## src/rtl/infer_sequencer.sv

```systemverilog
// infer_sequencer: host-side sequencer for one inference pass of the conv/pool/FC core.
// Streams weight bytes (when not resident) and then image bytes into the core RAMs,
// waits for the core result with a timeout, and returns the result byte to the host.
module infer_sequencer #(
   parameter int unsigned W_BYTES = 54,
   parameter int unsigned D_BYTES = 64,
   parameter int unsigned TIMEOUT = 15,
   parameter int unsigned CNT_W   = 7
) (
   input  logic       clk,
   input  logic       rst_n,
   input  logic       cmd_start,
   input  logic       cmd_reload_w,
   input  logic       cmd_abort,
   input  logic       s_valid,
   input  logic [7:0] s_data,
   output logic       s_ready,
   output logic       core_mode,
   output logic       core_ram_en,
   output logic [7:0] core_din,
   output logic       core_clr,
   input  logic       core_done,
   input  logic [7:0] core_dout,
   output logic       res_valid,
   output logic [7:0] res_data,
   input  logic       res_ready,
   output logic       busy,
   output logic       w_loaded,
   output logic       err_timeout
);

   // Timer only has to count the WAIT cycles 0..TIMEOUT-1.
   localparam int unsigned TMR_W = (TIMEOUT > 1) ? $clog2(TIMEOUT) : 1;

   localparam logic [CNT_W-1:0] W_LAST = CNT_W'(W_BYTES - 1);
   localparam logic [CNT_W-1:0] D_LAST = CNT_W'(D_BYTES - 1);
   localparam logic [TMR_W-1:0] T_LAST = TMR_W'(TIMEOUT - 1);

   typedef enum logic [2:0] {
      ST_IDLE,
      ST_LOAD_W,
      ST_LOAD_D,
      ST_WAIT,
      ST_RESULT
   } state_t;

   state_t             state_q,     state_d;
   logic [CNT_W-1:0]   cnt_q,       cnt_d;
   logic [TMR_W-1:0]   timer_q,     timer_d;
   logic               w_loaded_q,  w_loaded_d;
   logic               err_q,       err_d;
   logic               res_valid_q, res_valid_d;
   logic [7:0]         res_data_q,  res_data_d;
   logic               clr_q,       clr_d;
   logic               mode_q,      mode_d;
   logic               xfer_ready;
   logic               accept;

   // State and registered outputs.
   always_ff @(posedge clk or negedge rst_n) begin
      if (!rst_n) begin
         state_q     <= ST_IDLE;
         cnt_q       <= '0;
         timer_q     <= '0;
         w_loaded_q  <= 1'b0;
         err_q       <= 1'b0;
         res_valid_q <= 1'b0;
         res_data_q  <= 8'h00;
         clr_q       <= 1'b0;
         mode_q      <= 1'b0;
      end else begin
         state_q     <= state_d;
         cnt_q       <= cnt_d;
         timer_q     <= timer_d;
         w_loaded_q  <= w_loaded_d;
         err_q       <= err_d;
         res_valid_q <= res_valid_d;
         res_data_q  <= res_data_d;
         clr_q       <= clr_d;
         mode_q      <= mode_d;
      end
   end

   // Next-state logic; abort outranks everything outside IDLE and blocks byte acceptance.
   always_comb begin
      state_d     = state_q;
      cnt_d       = cnt_q;
      timer_d     = timer_q;
      w_loaded_d  = w_loaded_q;
      err_d       = err_q;
      res_valid_d = res_valid_q;
      res_data_d  = res_data_q;
      clr_d       = 1'b0;
      xfer_ready  = 1'b0;
      accept      = 1'b0;

      if ((state_q != ST_IDLE) && cmd_abort) begin
         state_d     = ST_IDLE;
         clr_d       = 1'b1;
         res_valid_d = 1'b0;
         cnt_d       = '0;
         timer_d     = '0;
      end else begin
         case (state_q)
            ST_IDLE: begin
               if (cmd_start && !cmd_abort) begin
                  clr_d = 1'b1;
                  err_d = 1'b0;
                  cnt_d = '0;
                  if (cmd_reload_w || !w_loaded_q) begin
                     state_d    = ST_LOAD_W;
                     w_loaded_d = 1'b0;
                  end else begin
                     state_d = ST_LOAD_D;
                  end
               end
            end

            ST_LOAD_W: begin
               xfer_ready = 1'b1;
               accept     = s_valid;
               if (accept) begin
                  if (cnt_q == W_LAST) begin
                     cnt_d      = '0;
                     w_loaded_d = 1'b1;
                     state_d    = ST_LOAD_D;
                  end else begin
                     cnt_d = cnt_q + CNT_W'(1);
                  end
               end
            end

            ST_LOAD_D: begin
               xfer_ready = 1'b1;
               accept     = s_valid;
               if (accept) begin
                  if (cnt_q == D_LAST) begin
                     cnt_d   = '0;
                     timer_d = '0;
                     state_d = ST_WAIT;
                  end else begin
                     cnt_d = cnt_q + CNT_W'(1);
                  end
               end
            end

            ST_WAIT: begin
               if (core_done) begin
                  res_data_d  = core_dout;
                  res_valid_d = 1'b1;
                  timer_d     = '0;
                  state_d     = ST_RESULT;
               end else if (timer_q == T_LAST) begin
                  err_d   = 1'b1;
                  timer_d = '0;
                  state_d = ST_IDLE;
               end else begin
                  timer_d = timer_q + TMR_W'(1);
               end
            end

            ST_RESULT: begin
               if (res_ready) begin
                  res_valid_d = 1'b0;
                  state_d     = ST_IDLE;
               end
            end

            default: begin
               state_d = ST_IDLE;
            end
         endcase
      end

      mode_d = (state_d == ST_LOAD_W);
   end

   // Byte path to the core RAMs is combinational so the strobe lines up with s_data.
   assign s_ready     = xfer_ready;
   assign core_ram_en = accept;
   assign core_din    = s_data;

   assign core_mode   = mode_q;
   assign core_clr    = clr_q;
   assign res_valid   = res_valid_q;
   assign res_data    = res_data_q;
   assign w_loaded    = w_loaded_q;
   assign err_timeout = err_q;
   assign busy        = (state_q != ST_IDLE);

endmodule

```

## config.mk

```make
export PLATFORM = sky130hd
export DESIGN_NAME = infer_sequencer
export DESIGN_NICKNAME = d
export VERILOG_FILES = /design/src/rtl/infer_sequencer.sv
export SDC_FILE = /design/constraint.sdc
export NUM_CORES = 1
export LEC_CHECK = 0
export ABC_AREA = 1
export BUFFER_PORTS_ARGS = -buffer_cell sky130_fd_sc_hd__buf_2
export CAP_MARGIN = 20
export CORE_MARGIN = 1.5
export CORE_UTILIZATION = 40
export CTS_BUF_LIST = sky130_fd_sc_hd__clkbuf_16
export CTS_CLUSTER_SIZE = 25
export DETAILED_ROUTE_END_ITERATION = 10
export GPL_TIMING_DRIVEN = 0
export MAX_ROUTING_LAYER = met4
export SLEW_MARGIN = 10
export SYNTH_ARGS = -nofsm -noshare
export SYNTH_HDL_FRONTEND = slang
export SYNTH_SLANG_ARGS = --single-unit
```

## constraint.sdc

```tcl
create_clock -name clk -period 1.8 [get_ports clk]
set_input_delay 0.27 -clock clk [delete_from_list [all_inputs] [get_ports clk]]
set_output_delay 0.27 -clock clk [all_outputs]
set_load 0.01 [all_outputs]
```

### Word-level counts from Yosys, hierarchy flattened

Index checks and enable logic that the tools add are counted.

| storage, ports and cells | value |
|---|---|
| flip-flop bits (word level) | 27 |
| logic and storage cells | 95 |
| output and inout port bits | 24 |
| input port bits | 24 |

| cells by class | value |
|---|---|
| reductions and logical operators | 19 |
| muxes and demuxes | 44 |
| equality and inequality tests | 20 |
| bitwise gates (word level) | 1 |
| $add $sub $neg | 2 |

Operator list:

| cell | count |
|---|---|
| $mux W7 | 6 |
| $mux W3 | 9 |
| $pmux W7 S3 | 1 |
| $mux W4 | 5 |
| $ne A3 B3 Y1 const B | 6 |
| $mux W1 | 17 |
| $pmux W3 S5 | 1 |
| $eq A7 B6 Y1 const B | 2 |
| $ne A2 B2 Y1 const B | 6 |
| $reduce_and A3 Y1 | 3 |
| $reduce_bool A3 Y1 | 3 |
| $pmux W4 S2 | 1 |
| $add A7 B1 Y7 const B | 1 |
| $eq A3 B1 Y1 const B | 2 |
| $eq A3 B2 Y1 const B | 2 |
| $pmux W1 S2 | 3 |
| $reduce_and A6 Y1 | 1 |
| $reduce_and A5 Y1 | 1 |
| $add A4 B1 Y4 const B | 1 |
| $eq A4 B4 Y1 const B | 1 |
| $reduce_and A4 Y1 | 1 |
| $reduce_bool A2 Y1 | 2 |
| $reduce_bool A4 Y1 | 1 |
| $eq A3 B3 Y1 const B | 1 |
| other kinds (7) | 9 |

### Longest topological paths before layout

Gate-level depths: netlist of the first run.

| logic depth | value |
|---|---|
| depth in word-level cells | 7 |
| mapped depth | 10 |
| depth with buffers taken out | 9 |

### Worst setup path after synthesis of the first run

Ideal clock, no wire load.

| path | value |
|---|---|
| kind | register to register |
| from | register cnt_q[0] |
| to | register timer_q[0] |
| library setup time | 123 ps |
| data required time | 1,677 ps |
| cell stages (with the launch flop) | 9 |
| setup slack | 371 ps |
| arrival | 1,306 ps |
| clock period less this slack | 1,429 ps |
| buffers on the path | 0 |
| cell sequence | dfrtp_1 > ha_1 > nand2_1 > nor2_1 > nand2_1 > nand2_1 > nand4_1 > nand3_1 > o21ai_1 |

| between the ends | value |
|---|---|
| longest elaborated chain between the ends | 3 |

RTL lines:

| element | line | RTL |
|---|---|---|
| start, declared | 48 | `logic [CNT_W-1:0] cnt_q, cnt_d;` |
| start signal, assigned | 73 | `cnt_q <= cnt_d;` |
| $eq A7 B6 Y1 | 137 | `if (cnt_q == D_LAST) begin` |
| $ne A3 B3 Y1 (no source line) | n/a |  |
| $reduce_and A3 Y1 (no source line) | n/a |  |
| end signal, assigned | 74 | `timer_q <= timer_d;` |
| end, declared | 49 | `logic [TMR_W-1:0] timer_q, timer_d;` |

No other way between the ends.
A chain may end at the register's enable or synchronous reset.

### Worst setup path after layout of the first run

Ends and elaborated chain as after synthesis.

==> metrics.yaml, run 1 <==
status: "finished, final reports clean"
clock_skew_ns: 0.007871
crit_fanout: 8
overflow: 0
gp_congestion: 0.8578
hold_buffers: 0
drc_errors: 0
layout_common_cells: "39 x nand2_1, 39 x buf_2, 26 x dfrtp_1"
final_cells: 293
clock.fmax_mhz: 617.9
p_leak_nw: 1.073
p_per_area_nw_per_um2: 1041
critical_path_class: "reg -> reg"
vias: 1466
dieArea_sq_um: 4537
switching_power_uw: 725.2
worst_ep_required_time_ns: 1.95
cp_cell_sequence: "ha_1, nand2_1, nor2_2, nand2_1, nand2_1, nand4_1, nand3_1, o21ai_1"
cts_setup_buffers: 0
core_sq_um: 4000
maxCapViolations: 0
comb_power_share: 0.356
internal-power_mw: 1.354
initialDrtViolationCount: 62
setup_tns_ns: 0
fp.dieW_um: 67.36
fin_crit_sh: 0.8991
tightest_slew_ns: 0.6107
htree_levels: 1
multi_input_area_sq_um: 807.0
postSynthCellCount: 200
ys_types: 29
synth.cell_area_sq_um: 1657
dr.pass1.iters: 4
ioPinCount: 48
startpoint_type: "flop"
register_area_sq_um: 676.9
num-fill-cells: 389
syn_area_per_cell_sq_um: 8.283
cts_tree: "built"
post_dp_cell_area_sq_um: 1914
slew_headroom: 0.5929
antenna_found_initial: 0
ys_seq_elements: 27
swShare: 0.3487
min_period_ns: 1.618
antenna_cells: 0
cp_slowest_cell: "dfrtp_2"
vias_per_cell: 5.003
cts_inserted_buffers: 3
routed_wl_mm: 3.436
rsz0062_at_grt: "false"
io_buffers: 39
die_height_um: 67.36
hold_path.class: "in -> async"
synth_top_family_by_area: "simple AND/OR/NAND/NOR gates"
grt_pass1_vias: 1293
clkPwrFrac: 0.246
grt_max_degree: 28
synthAdderAreaFrac: 0.03021
dp_cells: 289
finalHoldViolations: 0
ys_seq_area_frac: 0.4079
muxShareOfSynthArea: 0.07251
clock_sinks: 27
area_growth_pct: 20.62
drive_above_1_share: 0.3251
dp_hpwl_mm: 2.570
setup_viol: 0
design_area_sq_um: 1998
clk_pin_slew_ns: 0.07
rows: 23
endpoint_kind: "flop"
max_stage_delay_ns: 0.43
postLayoutCoreUtil: 0.4995
synth-simple-area-share: 0.3044
drtAntennaViolNets: 0
fin_nets: 272
grt_pass1_wl_mm: 5.892
start_util: 0.4141
irDropWorstVdd_mv: 0.5271
cts_root_buf: "clkbuf_16"
clockBufferDepth: 2
critPathArrivalTime_ns: 1.77
synthXorXnorAreaFrac: 0.005287
cts_resized: 0
cpMostUsedCell: "nand2_1"
routedWlPerCell_um: 11.73
slew_violations: 0
grt_usage: 0.1759
ys_warn_count: 0
synth_nets: 228
synth-compound-area-share: 0.07326
power_frac_seq: 0.398
insertion_delay_ns: 0.27
[per-stage QoR]
| step | hold WS (ns) | setup WS, ns | total power, mW |
|---|---|---|---|
| finish | 0.008937 | 0.1816 | 2.080 |
| global route | 0.05167 | 0.01866 | 2.217 |
| CTS | 0.03629 | 0.03636 | 2.108 |
| detailed placement | 0.3247 | 0.04699 | 1.586 |
| global placement | 0.3221 | 0.04697 | 1.578 |
| floorplan | -0.02559 | 0.3706 | 1.319 |
[worst max-delay path: cells and delay by family, from the launching register on]
family                   cells  cell delay, ns
AO/OA/AOI/OAI                1            0.07
AND/OR/NAND/NOR              6            0.78
flip-flops                   1            0.43
adder cells (fa/ha/maj)      1            0.21
[path summary, 6_finish.rpt]
kind	depth (start not counted)	end	startpoint	slack, ns
setup / recovery	8	timer_q[0]$_DFFE_PN0P_	cnt_q[0]$_DFFE_PN0P_	0.18
hold / removal	1	cnt_q[2]$_DFFE_PN0P_	rst_n	0.009
setup reg to reg	8	timer_q[0]$_DFFE_PN0P_	cnt_q[0]$_DFFE_PN0P_	0.18
hold reg to reg	2	err_timeout$_DFFE_PN0P_	err_timeout$_DFFE_PN0P_	0.49
max in group asynchronous	1	cnt_q[0]$_DFFE_PN0P_	rst_n	1.35
min in group clk	2	res_valid$_DFFE_PN0P_	res_ready	0.20
[layer usage]
layer | track usage | part of all wire | vias up
met4 | 0.06122 | 0.014 | 0
met3 | 0.02500 | 0.052 | 5
met2 | 0.2562 | 0.43 | 46
met1 | 0.2500 | 0.51 | 670
met5 | - | 0 | -
li1 | - | - | 745
[flip-flops by register name, summed over array words and instances, names as in the netlist]
register,flops
res_data,8
cnt_q,7
timer_q,4
state_q,3
core_clr,1
core_mode,1
err_timeout,1
res_valid,1
w_loaded,1
[power groups by stage]
stage	clock network [mW]	logic, mW	registers (mW)
floorplan	0	0.443	0.877
global placement	0	0.746	0.832
detailed placement	0	0.758	0.827
CTS	0.525	0.756	0.827
global route	0.552	0.820	0.845
finish	0.511	0.741	0.828
[logic make-up after synthesis]
kind of cell | after synthesis
buf+inv | 37
simple gates | 100
mux | 8
xor+xnor | 1
compound gates | 23
fa+ha+maj | 4
flops | 27
[final cells by class]
type,count,area share
buffer,10,0.03757
clock buffer,3,0.03757
clock inverter,1,0.002505
inverter,27,0.05072
multi-input combinational,136,0.4039
sequential,27,0.3388
tap,50,0.03131
timing repair buffer,39,0.09768
[synth_stat cells, drive strengths merged]
| cell | n | share of area |
|---|---|---|
| nand2 | 44 | 0.12 |
| dfrtp | 27 | 0.41 |
| inv | 25 | 0.057 |
| nand3 | 25 | 0.079 |
| nor2 | 16 | 0.047 |
| o21ai | 16 | 0.048 |
| buf | 10 | 0.045 |
| mux2 | 8 | 0.073 |
| nand4 | 8 | 0.030 |
| a21oi | 4 | 0.012 |
| ha | 4 | 0.030 |
| nand3b | 3 | 0.014 |
| clkinv | 2 | 0.0045 |
| nor3 | 2 | 0.0091 |
| a211oi | 1 | 0.0045 |
| a31oi | 1 | 0.0038 |
| nor4 | 1 | 0.0038 |
| o21bai | 1 | 0.0045 |
| or3 | 1 | 0.0038 |
| xor2 | 1 | 0.0053 |
(Power assumes the default switching activity.)
==> run 2, diff against run 1 <==
PLACE_DENSITY_LB_ADDON = 0.3   (was unset)
==> run 2 against run 1 <==
Core utilization about the same. Register-to-register slack barely moved. Fmax is 0.25% higher. Combinational power is essentially flat. Critical path depth stayed put. Clock power fell by 3%. Non-clock buffer count stayed put. Clock skew down 0.0051 ns. Worst hold slack improved by 0.0048 ns.
==> metrics.yaml, run 2 (synthesis results as in run 1) <==
vias_per_cell: 4.928
cts_tree: "built"
vias: 1444
maxCapViolations: 0
ioPinCount: 48
met1_length_mm: 1.551
report.power.total_mw: 2.059
area_growth_pct: 20.54
fin_nets: 272
status: "finished, final reports clean"
drc_errors: 0
fin_crit_sh: 0.8969
finalHoldViolations: 0
setup_viol: 0
routed_wl_mm: 3.322
antenna_found_initial: 0
pre_cts_ws_ns: 0.08077
min_period_ns: 1.614
initialDrtViolationCount: 93
critPathArrivalTime_ns: 1.76
grt_usage: 0.1760
worst_ep_required_time_ns: 1.95
drtAntennaViolNets: 0
antenna_cells: 0
p_per_area_nw_per_um2: 1031
grt_max_degree: 28
worst-r2r-setup-slack_ns: 0.19
cts_root_buf: "clkbuf_16"
grt_pass1_wl_mm: 5.830
core_sq_um: 4000
cpMostUsedCell: "nand2_1"
startpoint_type: "flop"
crit_fanout: 8
hold_path.class: "in -> async"
io_buffers: 39
htree_levels: 1
clock_sinks: 27
gp_congestion: 0.8493
rsz0062_at_grt: "false"
largest_register_ffs: 8
critical_path_class: "reg -> reg"
layout_common_cells: "39 x nand2_1, 39 x buf_2, 26 x dfrtp_1"
slew_headroom: 0.5934
dp_hpwl_mm: 2.507
irDropWorstVdd_mv: 0.5836
start_util: 0.4141
dr.pass1.iters: 4
endpoint_kind: "flop"
wl_met3_um: 202
rows: 23
routedWlPerCell_um: 11.34
p_leak_nw: 1.074
fin_ws_ns: 0.1856
slew_violations: 0
clockBufferDepth: 2
hold_buffers: 0
clock_skew_ns: 0.002760
setup_tns_ns: 0
clock.fmax_mhz: 619.4
insertion_delay_ns: 0.26
dieArea_sq_um: 4537
postLayoutCoreUtil: 0.4992
fp.dieW_um: 67.36
met2_length_mm: 1.512
cp_cell_sequence: "ha_1, nand2_1, nor2_2, nand2_1, nand2_1, nand4_1, nand3_1, o21ai_1"
grt_pass1_vias: 1372
max_stage_delay_ns: 0.43
cp_slowest_cell: "dfrtp_2"
clk_pin_slew_ns: 0.06
die_height_um: 67.36
highest_layer: "met4"
drive_above_1_share: 0.3210
cts_inserted_buffers: 3
tightest_slew_ns: 0.6099
overflow: 0
-- run 2: per-stage QoR --
step | hold WS [ns] | std cells | instance area, sq um
2_1_floorplan | -0.02559 | 200 | 1657
3_3_place_gp | 0.3223 | 289 | 1914
3_5_place_dp | 0.3243 | 289 | 1914
4_1_cts | 0.03797 | 293 | 1993
5_1_grt | 0.06397 | 293 | 1997
6_report | 0.01369 | 293 | 1997
-- run 2: routing by layer --
layer	GRT usage	vias to the layer above
met2	0.2859	46
met3	0.03167	5
li1	-	743
met1	0.2158	650
met5	-	-
met4	0.07398	0
-- run 2: layout make-up --
class                           count  area [sq um]
Tap cell                           50         62.56
Inverter                           27         101.3
Fill cell                         384          2003
Buffer                             10         75.07
Clock inverter                      1         3.754
Clock buffer                        3         75.07
Sequential cell                    27         676.9
Multi-Input combinational cell    136         807.0
Timing Repair Buffer               39         195.2
-- run 2: final timing paths --
check / startpoint / end / depth (start not counted)
max: cnt_q[0]$_DFFE_PN0P_ / timer_q[0]$_DFFE_PN0P_ / 8
min: rst_n / timer_q[1]$_DFFE_PN0P_ / 1
max reg2reg: cnt_q[0]$_DFFE_PN0P_ / timer_q[0]$_DFFE_PN0P_ / 8
min reg2reg: err_timeout$_DFFE_PN0P_ / err_timeout$_DFFE_PN0P_ / 2
max in group asynchronous: rst_n / cnt_q[0]$_DFFE_PN0P_ / 1
min in group clk: res_ready / res_valid$_DFFE_PN0P_ / 2
-- run 2: critical path: cells and delay by family, from the launching register on --
family | cells | cell delay, ns
AND/OR/NAND/NOR | 6 | 0.79
AO/OA/AOI/OAI | 1 | 0.07
adder cells (fa/ha/maj) | 1 | 0.21
flip-flops | 1 | 0.43
-- run 2: what timing repair did --
item                                    in CTS  in global routing
setup buffers                                0                  0
endpoints found under the setup margin       0                  4
gates resized for setup                      0                  2
-- run 2: power breakdown --
part | switching, mW | internal (mW) | leakage (nW)
Sequential | 0.0893 | 0.735 | 0.361
Combinational | 0.420 | 0.319 | 0.671
Clock | 0.199 | 0.297 | 0.0423
Total | 0.708 | 1.35 | 1.07
